<file path="config.mk">
export PLATFORM = sky130hd
export DESIGN_NAME = uart_rx_ctrl
export DESIGN_NICKNAME = d
export VERILOG_FILES = /design/src/rtl/uart_rx_ctrl.sv
export SDC_FILE = /design/constraint.sdc
export NUM_CORES = 1
export LEC_CHECK = 0
export ABC_CLOCK_PERIOD_IN_PS = 3600
export CAP_MARGIN = 40
export CORE_UTILIZATION = 54
export DETAILED_ROUTE_END_ITERATION = 10
export GPL_TIMING_DRIVEN = 0
export HOLD_SLACK_MARGIN = 0.05
export PLACE_DENSITY = 0.84
export SLEW_MARGIN = 25
export SYNTH_ARGS = -nofsm -noshare
export SYNTH_HDL_FRONTEND = slang
export SYNTH_SLANG_ARGS = --single-unit
export TNS_END_PERCENT = 1
</file>
<file path="constraint.sdc">
create_clock -name clk -period 3.6 [get_ports clk]
set_clock_uncertainty 0.1 [all_clocks]
set_input_delay 1.08 -clock clk [delete_from_list [all_inputs] [get_ports clk]]
set_output_delay 1.08 -clock clk [all_outputs]
set_load 0.01 [all_outputs]
</file>
<file path="src/rtl/uart_rx_ctrl.sv">
// UART command-frame parser: SOF(0x02), OP, LEN, payload, optional CHK -> held command.
// Define UART_RX_CTRL_CHKSUM_EN to require and verify the trailing XOR checksum byte.
module uart_rx_ctrl #(
  parameter int MAX_LEN       = 4,
  parameter int TIMEOUT_TICKS = 200
) (
  input  logic        clk,
  input  logic        rst,
  input  logic        b_tick,
  input  logic [7:0]  rx_data,
  input  logic        rx_done,
  input  logic        cmd_ready,
  output logic        cmd_valid,
  output logic [7:0]  cmd_op,
  output logic [2:0]  cmd_len,
  output logic [31:0] cmd_payload,
  output logic        err_chk,
  output logic        err_len,
  output logic        err_timeout,
  output logic        err_overrun,
  output logic        busy
);

  localparam int         TW  = $clog2(TIMEOUT_TICKS + 1);
  localparam logic [7:0] SOF = 8'h02;

  typedef enum logic [2:0] {
    S_IDLE,
    S_OPC,
    S_LEN,
    S_PAYLOAD,
    S_CHK,
    S_HOLD
  } state_t;

  state_t        state_reg;
  logic [2:0]    idx_reg;
  logic [TW-1:0] tmo_reg;
  logic [3:0]    lane_sel;
  logic          parsing;
  logic          tmo_hit;
  logic          last_byte;
`ifdef UART_RX_CTRL_CHKSUM_EN
  logic [7:0]    xor_reg;
`endif

  assign busy    = (state_reg != S_IDLE);
  assign parsing = (state_reg == S_OPC) || (state_reg == S_LEN) ||
                   (state_reg == S_PAYLOAD) || (state_reg == S_CHK);
  // A byte arriving on the terminal tick cancels the timeout.
  assign tmo_hit = parsing && b_tick && !rx_done &&
                   (tmo_reg == TW'(TIMEOUT_TICKS - 1));
  assign last_byte = (idx_reg == (cmd_len - 3'd1));

  for (genvar gi = 0; gi < 4; gi++) begin : g_lane
    assign lane_sel[gi] = (idx_reg[1:0] == 2'(gi));
  end

`ifndef UART_RX_CTRL_CHKSUM_EN
  assign err_chk = 1'b0;
`endif

  always_ff @(posedge clk or negedge rst) begin
    if (!rst) begin
      state_reg   <= S_IDLE;
      idx_reg     <= '0;
      tmo_reg     <= '0;
      cmd_valid   <= 1'b0;
      cmd_op      <= '0;
      cmd_len     <= '0;
      cmd_payload <= '0;
      err_len     <= 1'b0;
      err_timeout <= 1'b0;
      err_overrun <= 1'b0;
`ifdef UART_RX_CTRL_CHKSUM_EN
      xor_reg     <= '0;
      err_chk     <= 1'b0;
`endif
    end else begin
      err_len     <= 1'b0;
      err_timeout <= 1'b0;
      err_overrun <= 1'b0;
`ifdef UART_RX_CTRL_CHKSUM_EN
      err_chk     <= 1'b0;
`endif

      if (!parsing || rx_done) begin
        tmo_reg <= '0;
      end else if (b_tick) begin
        tmo_reg <= tmo_reg + 1'b1;
      end

      if (tmo_hit) begin
        err_timeout <= 1'b1;
        tmo_reg     <= '0;
        state_reg   <= S_IDLE;
      end else begin
        case (state_reg)
          S_IDLE: begin
            if (rx_done && (rx_data == SOF)) begin
              state_reg <= S_OPC;
            end
          end

          S_OPC: begin
            if (rx_done) begin
              cmd_op    <= rx_data;
`ifdef UART_RX_CTRL_CHKSUM_EN
              xor_reg   <= rx_data;
`endif
              state_reg <= S_LEN;
            end
          end

          S_LEN: begin
            if (rx_done) begin
              if (rx_data > 8'(MAX_LEN)) begin
                err_len   <= 1'b1;
                state_reg <= S_IDLE;
              end else begin
                cmd_len     <= rx_data[2:0];
                cmd_payload <= '0;
                idx_reg     <= '0;
`ifdef UART_RX_CTRL_CHKSUM_EN
                xor_reg     <= xor_reg ^ rx_data;
                state_reg   <= (rx_data == 8'd0) ? S_CHK : S_PAYLOAD;
`else
                if (rx_data == 8'd0) begin
                  cmd_valid <= 1'b1;
                  state_reg <= S_HOLD;
                end else begin
                  state_reg <= S_PAYLOAD;
                end
`endif
              end
            end
          end

          S_PAYLOAD: begin
            if (rx_done) begin
              for (int i = 0; i < 4; i++) begin
                if (lane_sel[i]) begin
                  cmd_payload[8*i +: 8] <= rx_data;
                end
              end
              idx_reg <= idx_reg + 3'd1;
`ifdef UART_RX_CTRL_CHKSUM_EN
              xor_reg <= xor_reg ^ rx_data;
              if (last_byte) begin
                state_reg <= S_CHK;
              end
`else
              if (last_byte) begin
                cmd_valid <= 1'b1;
                state_reg <= S_HOLD;
              end
`endif
            end
          end

          S_CHK: begin
`ifdef UART_RX_CTRL_CHKSUM_EN
            if (rx_done) begin
              if (rx_data == xor_reg) begin
                cmd_valid <= 1'b1;
                state_reg <= S_HOLD;
              end else begin
                err_chk   <= 1'b1;
                state_reg <= S_IDLE;
              end
            end
`else
            state_reg <= S_IDLE;
`endif
          end

          S_HOLD: begin
            // Bytes landing while a command is held are lost, never parsed.
            if (rx_done) begin
              err_overrun <= 1'b1;
            end
            if (cmd_ready) begin
              cmd_valid <= 1'b0;
              state_reg <= S_IDLE;
            end
          end

          default: state_reg <= S_IDLE;
        endcase
      end
    end
  end

endmodule
</file>
==> results.cfg <==
[grt]
grt_pass1_vias = 1856
antenna_found_initial = 0
track_usage = 0.232
gr-total-overflow = 0
grt_start_max_net_pins = 48
grt_pass1_wl_um = 9350

[floorplanning]
die_y_um = 74.7
chipWidth_um = 74.7
rows = 26
die_area_um2 = 5570
pin_count = 62
start_util = 0.558
core_um2 = 5110

[timing]
hold_viol = 0
fin_crit_sh = 0.848
setup_viol = 0
fin_tns_setup_ns = 0
worst_pin_slew_ns = 0.631
slew_headroom = 0.576
rsz0062_at_grt = false
clock.fmax_mhz = 328
min_period_ns = 3.05
holdWs_ns = 0.392
drv_slew = 0

[cts]
h-tree-depth = 3
cts.path.max_buffers = 2
cts_root_buffer = clkbuf_8
cts_resized = 0
clk_pin_slew_ns = 0.07
cts_hold_buf = 0
cts_sinks = 61
cts_setup_buffers = 0
clock_latency_ns = 0.34
cts_tree = yes
cts_buffers = 9

[worst_setup_path]
cp-start-kind = primary input
critPathKind = in -> reg
crit_path_max_incr_delay_ns = 0.59
path_cells = clkdlybuf4s50_1, nor2_1, o211ai_1, nor2_4, o21ai_2, mux2_2
startpoint = rx_data[0]
path_delay_family = compound AO/OA/AOI/OAI gates
timing.rr.start = cmd_len[0]
crit_arrival_ns = 3.18
end_kind = flop
cp_slowest_cell = clkdlybuf4s50_1
crit_required_ns = 3.72
crit_fanout = 8
cp.buffers_inverters = 1

[logic_synthesis]
synthesis.nets = 247
synth.cell_area_um2 = 2850
postSynth.asyncResetShare = 1.00
synth.distinct_cells = 39
yosysMostFrequentCell = dfrtp_1
yosysWarnings = 0
synth_top_area_cell = dfrtp_1
synthCells = 228
synth_top_area_frac = 0.536
synthTopCellsByArea = dfrtp_1 (54%), mux2_2 (17%), ha_1 (2.6%)
ys_seq_area_frac = 0.536
synthFlopType = dfrtp_1
synth_common_cells = dfrtp_1 (61), mux2_2 (43), nand2_1 (12), o21ai_0 (12), and2_1 (11)
synth_edf_count = 0
syn_avg_cell_area_um2 = 12.5
ys_seq_elements = 61

[layout]
drive_gt1_frac = 0.262
fin_cells = 375
post-route-util = 0.739
nets = 319
largest_reg_flops = 32
antenna-diode-count = 0
synthToLayoutAreaGrowth_pct = 32.4

[route]
first_pass_iters = 4
ant_nets = 0
vias_per_cell = 5.26
vias = 1972
drc_errors = 0
wl_um = 6110
wire_per_inst_um = 16.3
drtIter0Drc = 109

[place]
io_buffers = 60
place_congestion = 0.807
hpwlAfterDp_um = 4350
dp.cells = 359

[power]
ir_worst_vdd_mv = 0.506
p_leak_nw = 1.75
p_per_area_nw_per_um2 = 758

[run]
max-cap-violations = 0

[worst_hold_path]
hold_class = reg -> reg
worstHoldStart = cmd_valid

[run_status]
status = finished, final reports clean
-- routing by layer --
| metal | vias to the layer above | track usage | share of wire |
|---|---|---|---|
| met2 | 51 | 0.364 | 0.48 |
| met4 | 0 | 0.0943 | 0.017 |
| met1 | 958 | 0.315 | 0.46 |
| li1 | 954 | - | - |
| met3 | 9 | 0.0522 | 0.045 |
| met5 | - | 0 | 0 |
-- layout make-up --
class,count,area [µm²]
multi-input cells,152,1260
well taps,70,87.6
repair buffers,61,626
clock inverters,5,58.8
clock buffers,11,151
flip-flops and latches,61,1530
inverters,9,33.8
plain buffers,6,33.8
fillers,357,1330
-- worst reg2reg max path, delay by kind of cell, from the launching register on --
kind | cells | cell delay, ns
adder cells (fa/ha/maj) | 1 | 0.30
AO/OA/AOI/OAI | 3 | 0.65
XOR/XNOR | 1 | 0.13
multiplexers | 1 | 0.31
flip-flops | 1 | 0.40
buffers and inverters | 1 | 0.06
-- power by group --
part	leakage, nW	internal (W)	switching [W]	total (W)
clock network	0.102	0.000357	0.000273	0.000630
logic	0.831	0.000664	0.000515	0.00118
registers	0.813	0.000913	0.000139	0.00105
total	1.75	0.00193	0.000927	0.00286
-- cell families after synthesis --
| group | synth area share |
|---|---|
| and+or+nand+nor | 0.122 |
| other | 0.00132 |
| DFF | 0.536 |
| muxes | 0.199 |
| adders and majority gates | 0.0263 |
| AOI/OAI and AO/OA | 0.0707 |
| buffers and inverters | 0.0237 |
| xor gates and xnor gates | 0.0215 |
-- path summary, 6_finish.rpt --
path	end	slack (ns)	depth (start not counted)
setup reg to reg	cmd_valid	1.52	7
hold reg to reg	cmd_valid	0.39	1
max in group asynchronous	state_reg[1]	2.43	2
min in group asynchronous	idx_reg[0]	0.49	1
hold / removal	cmd_valid	0.39	1
setup / recovery	cmd_payload[4]	0.55	6
-- layout by cell type, fill, tap and decap left out, types with 2 or more instances in the layout --
cell type        count
o211ai_1             2
buf_4                3
a22o_1               4
nand2_1             12
mux2_2              43
mux2i_1              6
buf_2                3
and3_1               3
xnor2_1              5
ha_1                 6
clkbuf_8            11
o21ai_2              4
and2_1              11
clkdlybuf4s50_1     59
o21ai_0             12
mux2_1               2
nor3_1               4
dfrtp_1             61
nor2b_1              3
inv_1                9
nor2_1               9
or3_1                2
xor2_1               2
clkinvlp_4           2
nand3_1              6
-- stage by stage --
| stage | total power, W | setup slack (ns) | instance area, µm² |
|---|---|---|---|
| 2_1_floorplan | 0.00166 | 1.16 | 2850 |
| 3_3_place_gp | 0.00220 | -0.574 | 3540 |
| 3_5_place_dp | 0.00224 | 0.212 | 3560 |
| 4_1_cts | 0.00288 | 0.573 | 3770 |
| 5_1_grt | 0.00302 | 0.446 | 3770 |
| 6_report | 0.00286 | 0.548 | 3770 |
(Power assumes the default switching activity.)
